===== src/rtl/bcd_pkg.sv =====
// Shared constants and state encoding for the sequential binary-to-BCD converter.
package bcd_pkg;

    localparam int DEF_WIDTH  = 8;
    localparam int DEF_DIGITS = 3;

    typedef enum logic [1:0] {
        IDLE  = 2'd0,
        SHIFT = 2'd1,
        DONE  = 2'd2
    } convState_t;

endpackage


===== src/rtl/seq_bin2bcd_add3.sv =====
// Add-3 correction cell for one BCD digit: digits of 5 or more get +3 so the
// following left shift carries correctly into the next decade.
module B_add3BCD (
    input  logic [3:0] digitIn,
    output logic [3:0] digitOut
);

    // Correct a single digit ahead of the shift.
    always_comb begin
        digitOut = digitIn;
        if (digitIn >= 4'd5) begin
            digitOut = digitIn + 4'd3;
        end
    end

endmodule


===== src/rtl/seq_bin2bcd.sv =====
// Sequential double-dabble converter: one correct-and-shift step per clock,
// WIDTH steps per conversion, result latched on the final step.
module seq_bin2bcd
    import bcd_pkg::*;
#(
    parameter int WIDTH  = DEF_WIDTH,
    parameter int DIGITS = DEF_DIGITS
) (
    input  logic                  clk,
    input  logic                  rst_n,
    input  logic                  start,
    input  logic [WIDTH-1:0]      bin_in,
    output logic                  busy,
    output logic                  done,
    output logic [DIGITS*4-1:0]   bcd_out
);

    localparam int CNT_W = (WIDTH > 1) ? $clog2(WIDTH) : 1;
    localparam int BCD_W = DIGITS * 4;
    localparam int SCR_W = BCD_W + WIDTH;
    localparam logic [CNT_W-1:0] LAST_STEP = CNT_W'(WIDTH - 1);

    convState_t        state;
    convState_t        stateNext;
    logic              accept;
    logic              lastStep;
    logic [BCD_W-1:0]  bcdAcc;
    logic [BCD_W-1:0]  bcdCorr;
    logic [WIDTH-1:0]  binSh;
    logic [CNT_W-1:0]  stepCnt;
    logic [SCR_W-1:0]  shifted;

    // One add-3 cell per decade of the accumulator.
    for (genvar g = 0; g < DIGITS; g++) begin : gDigit
        B_add3BCD uAdd3 (
            .digitIn  (bcdAcc[g*4 +: 4]),
            .digitOut (bcdCorr[g*4 +: 4])
        );
    end

    // Corrected scratch register shifted left by one; the top bit falls off.
    always_comb begin
        shifted = {bcdCorr, binSh} << 1;
    end

    // State register.
    always_ff @(posedge clk or negedge rst_n) begin
        if (!rst_n) begin
            state <= IDLE;
        end else begin
            state <= stateNext;
        end
    end

    // Next-state decode and status outputs; start is only honoured in IDLE or DONE.
    always_comb begin
        stateNext = state;
        busy      = 1'b0;
        done      = 1'b0;
        accept    = 1'b0;
        lastStep  = 1'b0;
        case (state)
            IDLE: begin
                if (start) begin
                    accept    = 1'b1;
                    stateNext = SHIFT;
                end
            end
            SHIFT: begin
                busy = 1'b1;
                if (stepCnt == LAST_STEP) begin
                    lastStep  = 1'b1;
                    stateNext = DONE;
                end
            end
            DONE: begin
                done = 1'b1;
                if (start) begin
                    accept    = 1'b1;
                    stateNext = SHIFT;
                end else begin
                    stateNext = IDLE;
                end
            end
            default: begin
                stateNext = IDLE;
            end
        endcase
    end

    // Scratch register, step counter and result register.
    always_ff @(posedge clk or negedge rst_n) begin
        if (!rst_n) begin
            bcdAcc  <= '0;
            binSh   <= '0;
            stepCnt <= '0;
            bcd_out <= '0;
        end else if (accept) begin
            bcdAcc  <= '0;
            binSh   <= bin_in;
            stepCnt <= '0;
        end else if (state == SHIFT) begin
            bcdAcc <= shifted[SCR_W-1:WIDTH];
            binSh  <= shifted[WIDTH-1:0];
            if (lastStep) begin
                // Counter parks on its final value rather than wrapping.
                bcd_out <= shifted[SCR_W-1:WIDTH];
            end else begin
                stepCnt <= stepCnt + CNT_W'(1);
            end
        end
    end

endmodule


===== config.mk =====
export PLATFORM = sky130hd
export DESIGN_NAME = seq_bin2bcd
export DESIGN_NICKNAME = d
export VERILOG_FILES = /design/src/rtl/bcd_pkg.sv /design/src/rtl/seq_bin2bcd_add3.sv /design/src/rtl/seq_bin2bcd.sv
export SDC_FILE = /design/constraint.sdc
export NUM_CORES = 1
export LEC_CHECK = 0
export BUFFER_PORTS_ARGS = -buffer_cell sky130_fd_sc_hd__buf_4
export CORE_MARGIN = 5
export CORE_UTILIZATION = 50
export DETAILED_ROUTE_END_ITERATION = 8
export PLACE_DENSITY = 0.76
export SYNTH_ARGS = -nofsm -noshare
export SYNTH_HDL_FRONTEND = slang
export SYNTH_HIERARCHICAL = 1
export SYNTH_SLANG_ARGS = --single-unit

===== constraint.sdc =====
create_clock -name clk -period 2.14 [get_ports clk]
set_input_delay 0 -clock clk [delete_from_list [all_inputs] [get_ports clk]]
set_output_delay 0 -clock clk [all_outputs]
set_load 0.03 [all_outputs]

==> impl_metrics.toml, run 1 <==
[power_and_ir_drop]
seqPwrFrac = 0.367
peakVddDrop_mv = 0.522
switching_share = 0.420
clockPowerShare = 0.131
p_int_mw = 2.08
pwr-share-comb = 0.502
power_density_nw_per_um2 = 1560
power_leakage_nw = 1.11
p_sw_mw = 1.50

[setup_path]
regToRegSetupSlack_ps = 130
startpoint_type = "register"
cpPeakStageDelay_ps = 550
slowest_stage = "dlygate4sd3_1"
rr_endpoint = "binSh[0]$_DFFE_PN0P_"
rr_worst_depth = 4
critPathKind = "register to register"
path_max_fanout = 13
setup.worst_path.start = "state[0]$_DFFE_PN0P_"
crit_chain = "nor2_1, a21o_1, a32o_1, dlygate4sd3_1"
critPathCaptureType = "register"
rr_startpoint = "state[0]$_DFFE_PN0P_"
crit_arrival_ps = 2240
crit_required_ps = 2370

[clock_tree]
cts_made_buffers = 5
root_buffer = "clkbuf_8"
cts_tree = "done"
htreeDepth = 2
clock_latency_ps = 290
clk_pin_slew_worst_paths_ps = 70
cts_buffer_depth = 2
clock-sinks = 37

[die]
core_um2 = 3690
core.rowCount = 22
die_y_um = 72.1
top_level_ports = 25
start_util = 0.523
die_x_um = 72.1
dieArea_um2 = 5200

[sta]
drv_slew = 0
tightest_slew_ps = 493
rsz0062_at_grt = "false"
max_freq_mhz = 498
fin_skew_ps = 7.70
finalSetupViolCount = 0
hold_slack_ps = 18.8
period_share = 0.938
min_period_ps = 2010
setup_tns_ps = 0
hold_viol_final = 0
maxSlewHeadroom = 0.670

[placed_design]
io_buffers = 24
place_congestion = 0.793
place_hpwl_mm = 2.63

[final_layout]
final_common_cell = "dfrtp_1"
final_cell_mix = "37 x dfrtp_1, 27 x nand2_1, 26 x buf_4"
antenna_cells = 0
nNetsFinal = 235
final_layout_size_suffix_gt1_frac = 0.240
synthToLayoutAreaGrowth_pct = 19.3

[hold_path]
worstHoldEndpoint = "binSh[3]$_DFFE_PN0P_"
hold_depth = 3
hp-start = "bin_in[3]"
hp-class = "input port to register"

[grt]
grt_pass1_vias = 1472
grtUsageTotal = 0.163
grt_overflow_total = 0
grt_max_degree = 38
grt_pass1_wl_mm = 6.60
grt_antenna_before_repair = 0

[run]
maxCapViolCount = 0

[drt]
drt_iter0_drc = 58
vias = 1368
routedWlPerCell_um = 14.4
drt_wl_total_mm = 3.81
antenna_left = 0
viasPerCell = 5.16
drcViolationCount = 0
first_pass_iters = 4

[yosys]
syn-num-nets = 201
yosys_warnings = 6
syn-mean-instance-area_um2 = 10.6
syn_area_um2 = 1930
synthCells = 182

[outcome]
status = "finished, final reports clean"
## metal layers
| metal | share of wire | up-vias | track usage |
|---|---|---|---|
| met4 | 0.023 | 0 | 0.0835 |
| met3 | 0.033 | 8 | 0.0374 |
| met5 | 0 | - | 0 |
| li1 | - | 685 | - |
| met2 | 0.48 | 22 | 0.257 |
| met1 | 0.46 | 653 | 0.209 |
## power by group through the flow
stage	logic, mW	clock network [mW]	registers, mW
5_1_grt	2.01	0.501	1.36
2_1_floorplan	1.19	0	1.44
4_1_cts	1.81	0.479	1.31
3_5_place_dp	1.80	0	1.32
6_report	1.80	0.468	1.31
3_3_place_gp	1.72	0	1.31
## through the flow
| stage | cell area (um^2) | worst slack, ps | power [mW] | std cells | utilization |
|---|---|---|---|---|---|
| 3_3_place_gp | 2140 | 559 | 3.02 | 249 | 0.579 |
| 3_5_place_dp | 2140 | 482 | 3.12 | 249 | 0.579 |
| 5_1_grt | 2300 | 7.53 | 3.88 | 265 | 0.623 |
| 4_1_cts | 2300 | 162 | 3.61 | 265 | 0.623 |
| 6_report | 2300 | 132 | 3.58 | 265 | 0.623 |
| 2_1_floorplan | 1930 | 574 | 2.63 | 182 | - |
## worst max path at each step
stage | end | slack [ps] | depth (start not counted)
floorplan | stepCnt[0]$_DFFE_PN0P_ | 570 | 6
detailed placement | bcdAcc[6]$_DFFE_PN0P_ | 480 | 6
CTS | binSh[0]$_DFFE_PN0P_ | 160 | 4
global route | binSh[0]$_DFFE_PN0P_ | 8 | 4
global placement | bcdAcc[6]$_DFFE_PN0P_ | 560 | 6
finish | binSh[0]$_DFFE_PN0P_ | 130 | 4
## worst max-delay path, delay by kind of cell, from the launching register on
kind                   cells  cell delay, ps
buffers and inverters      1             550
DFF                        1             530
and+or+nand+nor            1             460
AOI/OAI and AO/OA          2             420
## layout make-up
cell class | count | area (um^2)
tap | 48 | 60.1
sequential | 37 | 926
clock buffer | 6 | 72.6
inverter | 16 | 61.3
fill | 321 | 1390
multi-input combinational | 122 | 895
timing repair buffer | 34 | 275
clock inverter | 2 | 10.0
## registers in the layout (all words and copies together) (netlist names)
name / count
bcdAcc: 12
bcd_out: 12
binSh: 8
stepCnt: 3
state: 2
## what timing repair did
action                    CTS  global route
resized for setup           0             0
hold endpoints to repair   43             0
hold buffers                8             0
setup buffers               0             0
No activity file was read; power rests on OpenSTA's default activity.
==> run 2: changes to the inputs <==
--- a/config.mk
+++ b/config.mk
@@ -5,11 +5,13 @@
 export SDC_FILE = /design/constraint.sdc
 export NUM_CORES = 1
 export LEC_CHECK = 0
+export ABC_AREA = 1
 export BUFFER_PORTS_ARGS = -buffer_cell sky130_fd_sc_hd__buf_4
 export CORE_MARGIN = 5
 export CORE_UTILIZATION = 50
 export DETAILED_ROUTE_END_ITERATION = 8
-export PLACE_DENSITY = 0.76
+export PLACE_DENSITY = 0.77
+export SETUP_SLACK_MARGIN = 0.2
 export SYNTH_ARGS = -nofsm -noshare
 export SYNTH_HDL_FRONTEND = slang
 export SYNTH_HIERARCHICAL = 1
==> run 2 against run 1 <==
Die area shrank 0.57%. Via count increased by 17%. First-iteration DRC count increased by 53%. Fmax rose by 38%. Utilization is 0.20 points lower. Synthesized cell count is 32% higher. Critical path type unchanged. Largest power group unchanged.
==> impl_metrics.toml, run 2 <==
[outcome]
status = "finished, final reports clean"

[clock_tree]
postCtsResizedCells = 0
htreeDepth = 2
clock-sinks = 37
cts_setup_buffers = 0
cts_made_buffers = 5
cts_buffer_depth = 2
cts_hold_buf = 9
clock_latency_ps = 290
root_buffer = "clkbuf_8"
cts_tree = "done"
clk_pin_slew_worst_paths_ps = 70

[sta]
fin_skew_ps = 4.07
rsz0062_at_grt = "false"
max_freq_mhz = 685
setup_tns_ps = 0
maxSlewHeadroom = 0.661
hold_slack_ps = 146
min_period_ps = 1460
drv_slew = 0
tightest_slew_ps = 508
finalSetupViolCount = 0
period_share = 0.682
hold_viol_final = 0

[grt]
grt_max_degree = 38
grt_pass1_wl_mm = 6.51
grt_pass1_vias = 1557
grt_antenna_before_repair = 0
grt_overflow_total = 0
grtUsageTotal = 0.157

[hold_path]
hp-class = "input port to register"

[die]
start_util = 0.519
dieArea_um2 = 5170
core_um2 = 3690
core.rowCount = 22
die_x_um = 71.9
die_y_um = 71.9
top_level_ports = 25

[placed_design]
place_hpwl_mm = 2.55
io_buffers = 24
place_congestion = 0.873

[drt]
drt_iter0_drc = 89
vias = 1603
viasPerCell = 4.95
routedWlPerCell_um = 11.6
drt_wl_total_mm = 3.76
drcViolationCount = 0
first_pass_iters = 4
antenna_left = 0

[final_layout]
multi_input_area_um2 = 867
final_common_cell = "nand2_1"
fillers = 343
utilization = 0.621
nNetsFinal = 294
antenna_cells = 0
regArea_um2 = 926
synthToLayoutAreaGrowth_pct = 19.7
top_regs = "bcdAcc: 12 flops, bcd_out: 12 flops, binSh: 8 flops"
final_layout_size_suffix_gt1_frac = 0.196
final_cell_mix = "103 x nand2_1, 37 x dfrtp_1, 33 x nand3_1"

[setup_path]
startpoint_type = "register"
critPathCaptureType = "register"
regToRegSetupSlack_ps = 680
crit_required_ps = 2370
critPathKind = "register to register"
path_max_fanout = 21
crit_arrival_ps = 1690

[yosys]
syn-num-nets = 260
synthCells = 241
syn_area_um2 = 1920
syn-mean-instance-area_um2 = 7.95
yosys_warnings = 6

[power_and_ir_drop]
power_mw = 3.56
power_density_nw_per_um2 = 1560
peakVddDrop_mv = 0.751
power_leakage_nw = 1.23

[run]
maxCapViolCount = 0
[run 2: metrics by stage]
stage	worst slack, ps	instance area, um^2	std cells
after floorplan	914	1920	241
after global placement	702	2120	307
after detailed placement	663	2120	307
after CTS	646	2290	324
after global routing	500	2290	324
final	680	2290	324
[run 2: critical path: stages (launching register included)]
cell,delay [ps]
dfrtp_1,390
inv_1,110
nand2_1,60
buf_4,200
nor2_2,420
nand2_1,130
nand2_1,80
[run 2: power breakdown]
part / switching [mW] / internal [mW]
Sequential: 0.231 / 1.02
Combinational: 1.18 / 0.674
Clock: 0.240 / 0.226
[run 2: final timing paths]
check,start,endpoint,cells after the start
setup reg to reg,state[1]$_DFFE_PN0P_,bcd_out[2]$_DFFE_PN0P_,6
min in group asynchronous,rst_n,bcd_out[9]$_DFFE_PN0P_,2
setup / recovery,state[1]$_DFFE_PN0P_,bcd_out[2]$_DFFE_PN0P_,6
hold / removal,start,binSh[0]$_DFFE_PN0P_,5
max in group asynchronous,rst_n,bcdAcc[9]$_DFFE_PN0P_,2
hold reg to reg,bcd_out[5]$_DFFE_PN0P_,bcd_out[5]$_DFFE_PN0P_,2
[run 2: cell type report]
cell class	instances	area share
Clock buffer	6	0.0317
Clock inverter	2	0.00437
Inverter	19	0.0311
Multi-Input combinational cell	177	0.378
Sequential cell	37	0.404
Tap cell	48	0.0262
Timing Repair Buffer	35	0.124
[run 2: layer usage]
metal	track usage	part of all wire
met1	0.183	0.45
met2	0.281	0.50
met3	0.0416	0.043
met4	0.0522	0.013
met5	0	0
==> run 3: changes to the inputs <==
--- a/config.mk
+++ b/config.mk
@@ -5,12 +5,12 @@
 export SDC_FILE = /design/constraint.sdc
 export NUM_CORES = 1
 export LEC_CHECK = 0
-export ABC_AREA = 1
+export ABC_AREA = 0
 export BUFFER_PORTS_ARGS = -buffer_cell sky130_fd_sc_hd__buf_4
 export CORE_MARGIN = 5
 export CORE_UTILIZATION = 50
 export DETAILED_ROUTE_END_ITERATION = 8
-export PLACE_DENSITY = 0.77
+export PLACE_DENSITY = 0.76
 export SETUP_SLACK_MARGIN = 0.2
 export SYNTH_ARGS = -nofsm -noshare
 export SYNTH_HDL_FRONTEND = slang
==> constraint.sdc (replaced) <==
create_clock -name clk -period 1.5 [get_ports clk]
set_input_delay 0 -clock clk [delete_from_list [all_inputs] [get_ports clk]]
set_output_delay 0 -clock clk [all_outputs]
set_load 0.03 [all_outputs]
==> run 3 against run 2 <==
Die area rose by 0.57%. Clock skew rose by 3.4 ps. Largest cell class is now multi-input combinational cells. Non-clock buffer count rose by 28. Critical endpoint is now bcdAcc[10]$_DFFE_PN0P_. Wire length rose by 32%. Sequential power rose by 54%. Via count fell by 2.2%. The run now ends with negative setup slack left. Setup slack got worse by 830 ps. Clock power rose by 67%. Hold slack improved by 53 ps. Critical path type unchanged. Final cell count fell by 9.0%. Combinational power rose by 120%.
==> impl_metrics.toml, run 3 (synthesis results as in run 1) <==
[outcome]
status = "complete, but fails checks"
violations = "negative setup slack"

[grt]
top_usage_layer = "met2"
use_met2 = 0.338
grt_use_met3 = 0.0568
use_met1 = 0.239
grtUsageTotal = 0.197
grt_pass1_wl_mm = 8.02
grt_antenna_before_repair = 0
grt_overflow_total = 0
grt_pass1_vias = 1665
grt_max_degree = 38

[drt]
antenna_left = 0
drcViolationCount = 0
first_pass_iters = 4
drt_wl_total_mm = 4.97
vias = 1567
routedWlPerCell_um = 16.8
drt_iter0_drc = 90
viasPerCell = 5.31

[power_and_ir_drop]
power_mw = 6.86
power_leakage_nw = 1.32
power_density_nw_per_um2 = 2400
peakVddDrop_mv = 1.32

[clock_tree]
htreeDepth = 2
clock_latency_ps = 300
clk_pin_slew_worst_paths_ps = 80
root_buffer = "clkbuf_8"
clock-sinks = 37
cts_buffer_depth = 2
cts_made_buffers = 5
cts_tree = "done"

[sta]
finalSetupViolCount = 8
min_period_ps = 1650
drv_slew = 0
maxSlewHeadroom = 0.690
hold_viol_final = 0
setup_ws_ps = -154
rsz0062_at_grt = "true"
fin_skew_ps = 7.45
tightest_slew_ps = 465
period_share = 1.10
setup_tns_ps = -477
max_freq_mhz = 605

[die]
start_util = 0.523
die_y_um = 72.1
die_x_um = 72.1
core_um2 = 3690
dieArea_um2 = 5200
top_level_ports = 25
core.rowCount = 22

[setup_path]
crit_buf_inv = 1
regToRegSetupSlack_ps = -150
slowest_stage = "dfrtp_1"
cpPeakStageDelay_ps = 420
startpoint_type = "register"
path_max_fanout = 3
rr_endpoint = "bcdAcc[10]$_DFFE_PN0P_"
crit_chain = "inv_2, ha_4, nand2b_4, a21oi_4, mux2i_2, mux2i_1, o21ai_1"
crit_required_ps = 1730
cpLargestDelayFamily = "multiplexers"
critPathKind = "register to register"
critPathCaptureType = "register"
crit_arrival_ps = 1880
rr_startpoint = "bcdAcc[9]$_DFFE_PN0P_"
rr_worst_depth = 7

[final_layout]
final_common_cell = "buf_4"
stdcell_area_um2 = 2860
synthToLayoutAreaGrowth_pct = 48.2
final_cell_mix = "46 x buf_4, 34 x dfrtp_1, 26 x nand2_1"
final_layout_size_suffix_gt1_frac = 0.466
top_regs = "bcdAcc: 12 flops, bcd_out: 12 flops, binSh: 8 flops"
nNetsFinal = 265
utilization = 0.774
fillers = 232
antenna_cells = 0

[placed_design]
io_buffers = 24
place_hpwl_mm = 2.76
place_congestion = 0.844
dp_slack_ps = -38.2
postPlaceCellArea_um2 = 2260

[run]
maxCapViolCount = 0

[hold_path]
hp-class = "input port to asynchronous set/reset pin"
[run 3: changes by cell type in the layout (fill, tap and decap cells not counted), sizes merged, moves of 9 or more]
cell | previous run | this run
nand3 | 33 | 1
nand2 | 107 | 29
mux2i | 0 | 16
o21ai | 8 | 17
a21oi | 2 | 11
nor2 | 19 | 4
mux2 | 0 | 12
buf | 26 | 53
[run 3: metal layers]
| layer | part of all wire | vias up |
|---|---|---|
| met5 | 0 | - |
| met4 | 0.013 | 0 |
| met3 | 0.048 | 11 |
| met2 | 0.52 | 36 |
| met1 | 0.41 | 772 |
| li1 | - | 748 |
[run 3: timing repair]
action                     in CTS  in global routing
setup endpoints to repair      24                 27
hold buffers                   10                  0
setup buffers                  11                  9
gates cloned                    1                  0
pin swaps                      12                 10
resized for setup              35                 18
hold endpoints to repair       45                  0
[run 3: worst reg2reg max path: stages, from the launching register on]
cell	delay [ps]
dfrtp_1	420
inv_2	100
ha_4	160
nand2b_4	140
a21oi_4	160
mux2i_2	310
mux2i_1	150
o21ai_1	150
[run 3: how the worst max path moves through the flow]
stage / start / endpoint / slack (ps) / cells past startpoint
after floorplan: stepCnt[1]$_DFFE_PN0P_ / stepCnt[1]$_DFFE_PN0P_ / 100 / 6
after global placement: bcdAcc[8]$_DFFE_PN0P_ / bcdAcc[10]$_DFFE_PN0P_ / 50 / 7
after detailed placement: bcdAcc[5]$_DFFE_PN0P_ / bcdAcc[6]$_DFFE_PN0P_ / -40 / 7
after CTS: bcdAcc[8]$_DFFE_PN0P_ / bcdAcc[10]$_DFFE_PN0P_ / -30 / 6
after global routing: bcdAcc[9]$_DFFE_PN0P_ / bcdAcc[10]$_DFFE_PN0P_ / -240 / 7
final: bcdAcc[9]$_DFFE_PN0P_ / bcdAcc[10]$_DFFE_PN0P_ / -150 / 7
[run 3: layout make-up]
type	instances	area [um^2]	area share
multi-input combinational	123	1170	0.409
tap	48	60.1	0.0210
clock buffer	7	96.3	0.0337
inverter	16	65.1	0.0228
timing repair buffer	63	533	0.187
clock inverter	1	5.00	0.00175
sequential	37	930	0.325
[run 3: metrics by stage]
step / cells / hold WS [ps]
after CTS: 286 / 216
after global placement: 256 / -15.5
after detailed placement: 256 / -8.54
after global routing: 295 / 249
final: 295 / 199
after floorplan: 182 / -296
[run 3: where the power goes]
| part | switching (mW) | total, mW | internal, mW |
|---|---|---|---|
| clock network | 0.360 | 0.775 | 0.415 |
| logic | 2.01 | 4.16 | 2.15 |
| registers | 0.457 | 1.93 | 1.47 |
| total | 2.83 | 6.86 | 4.03 |
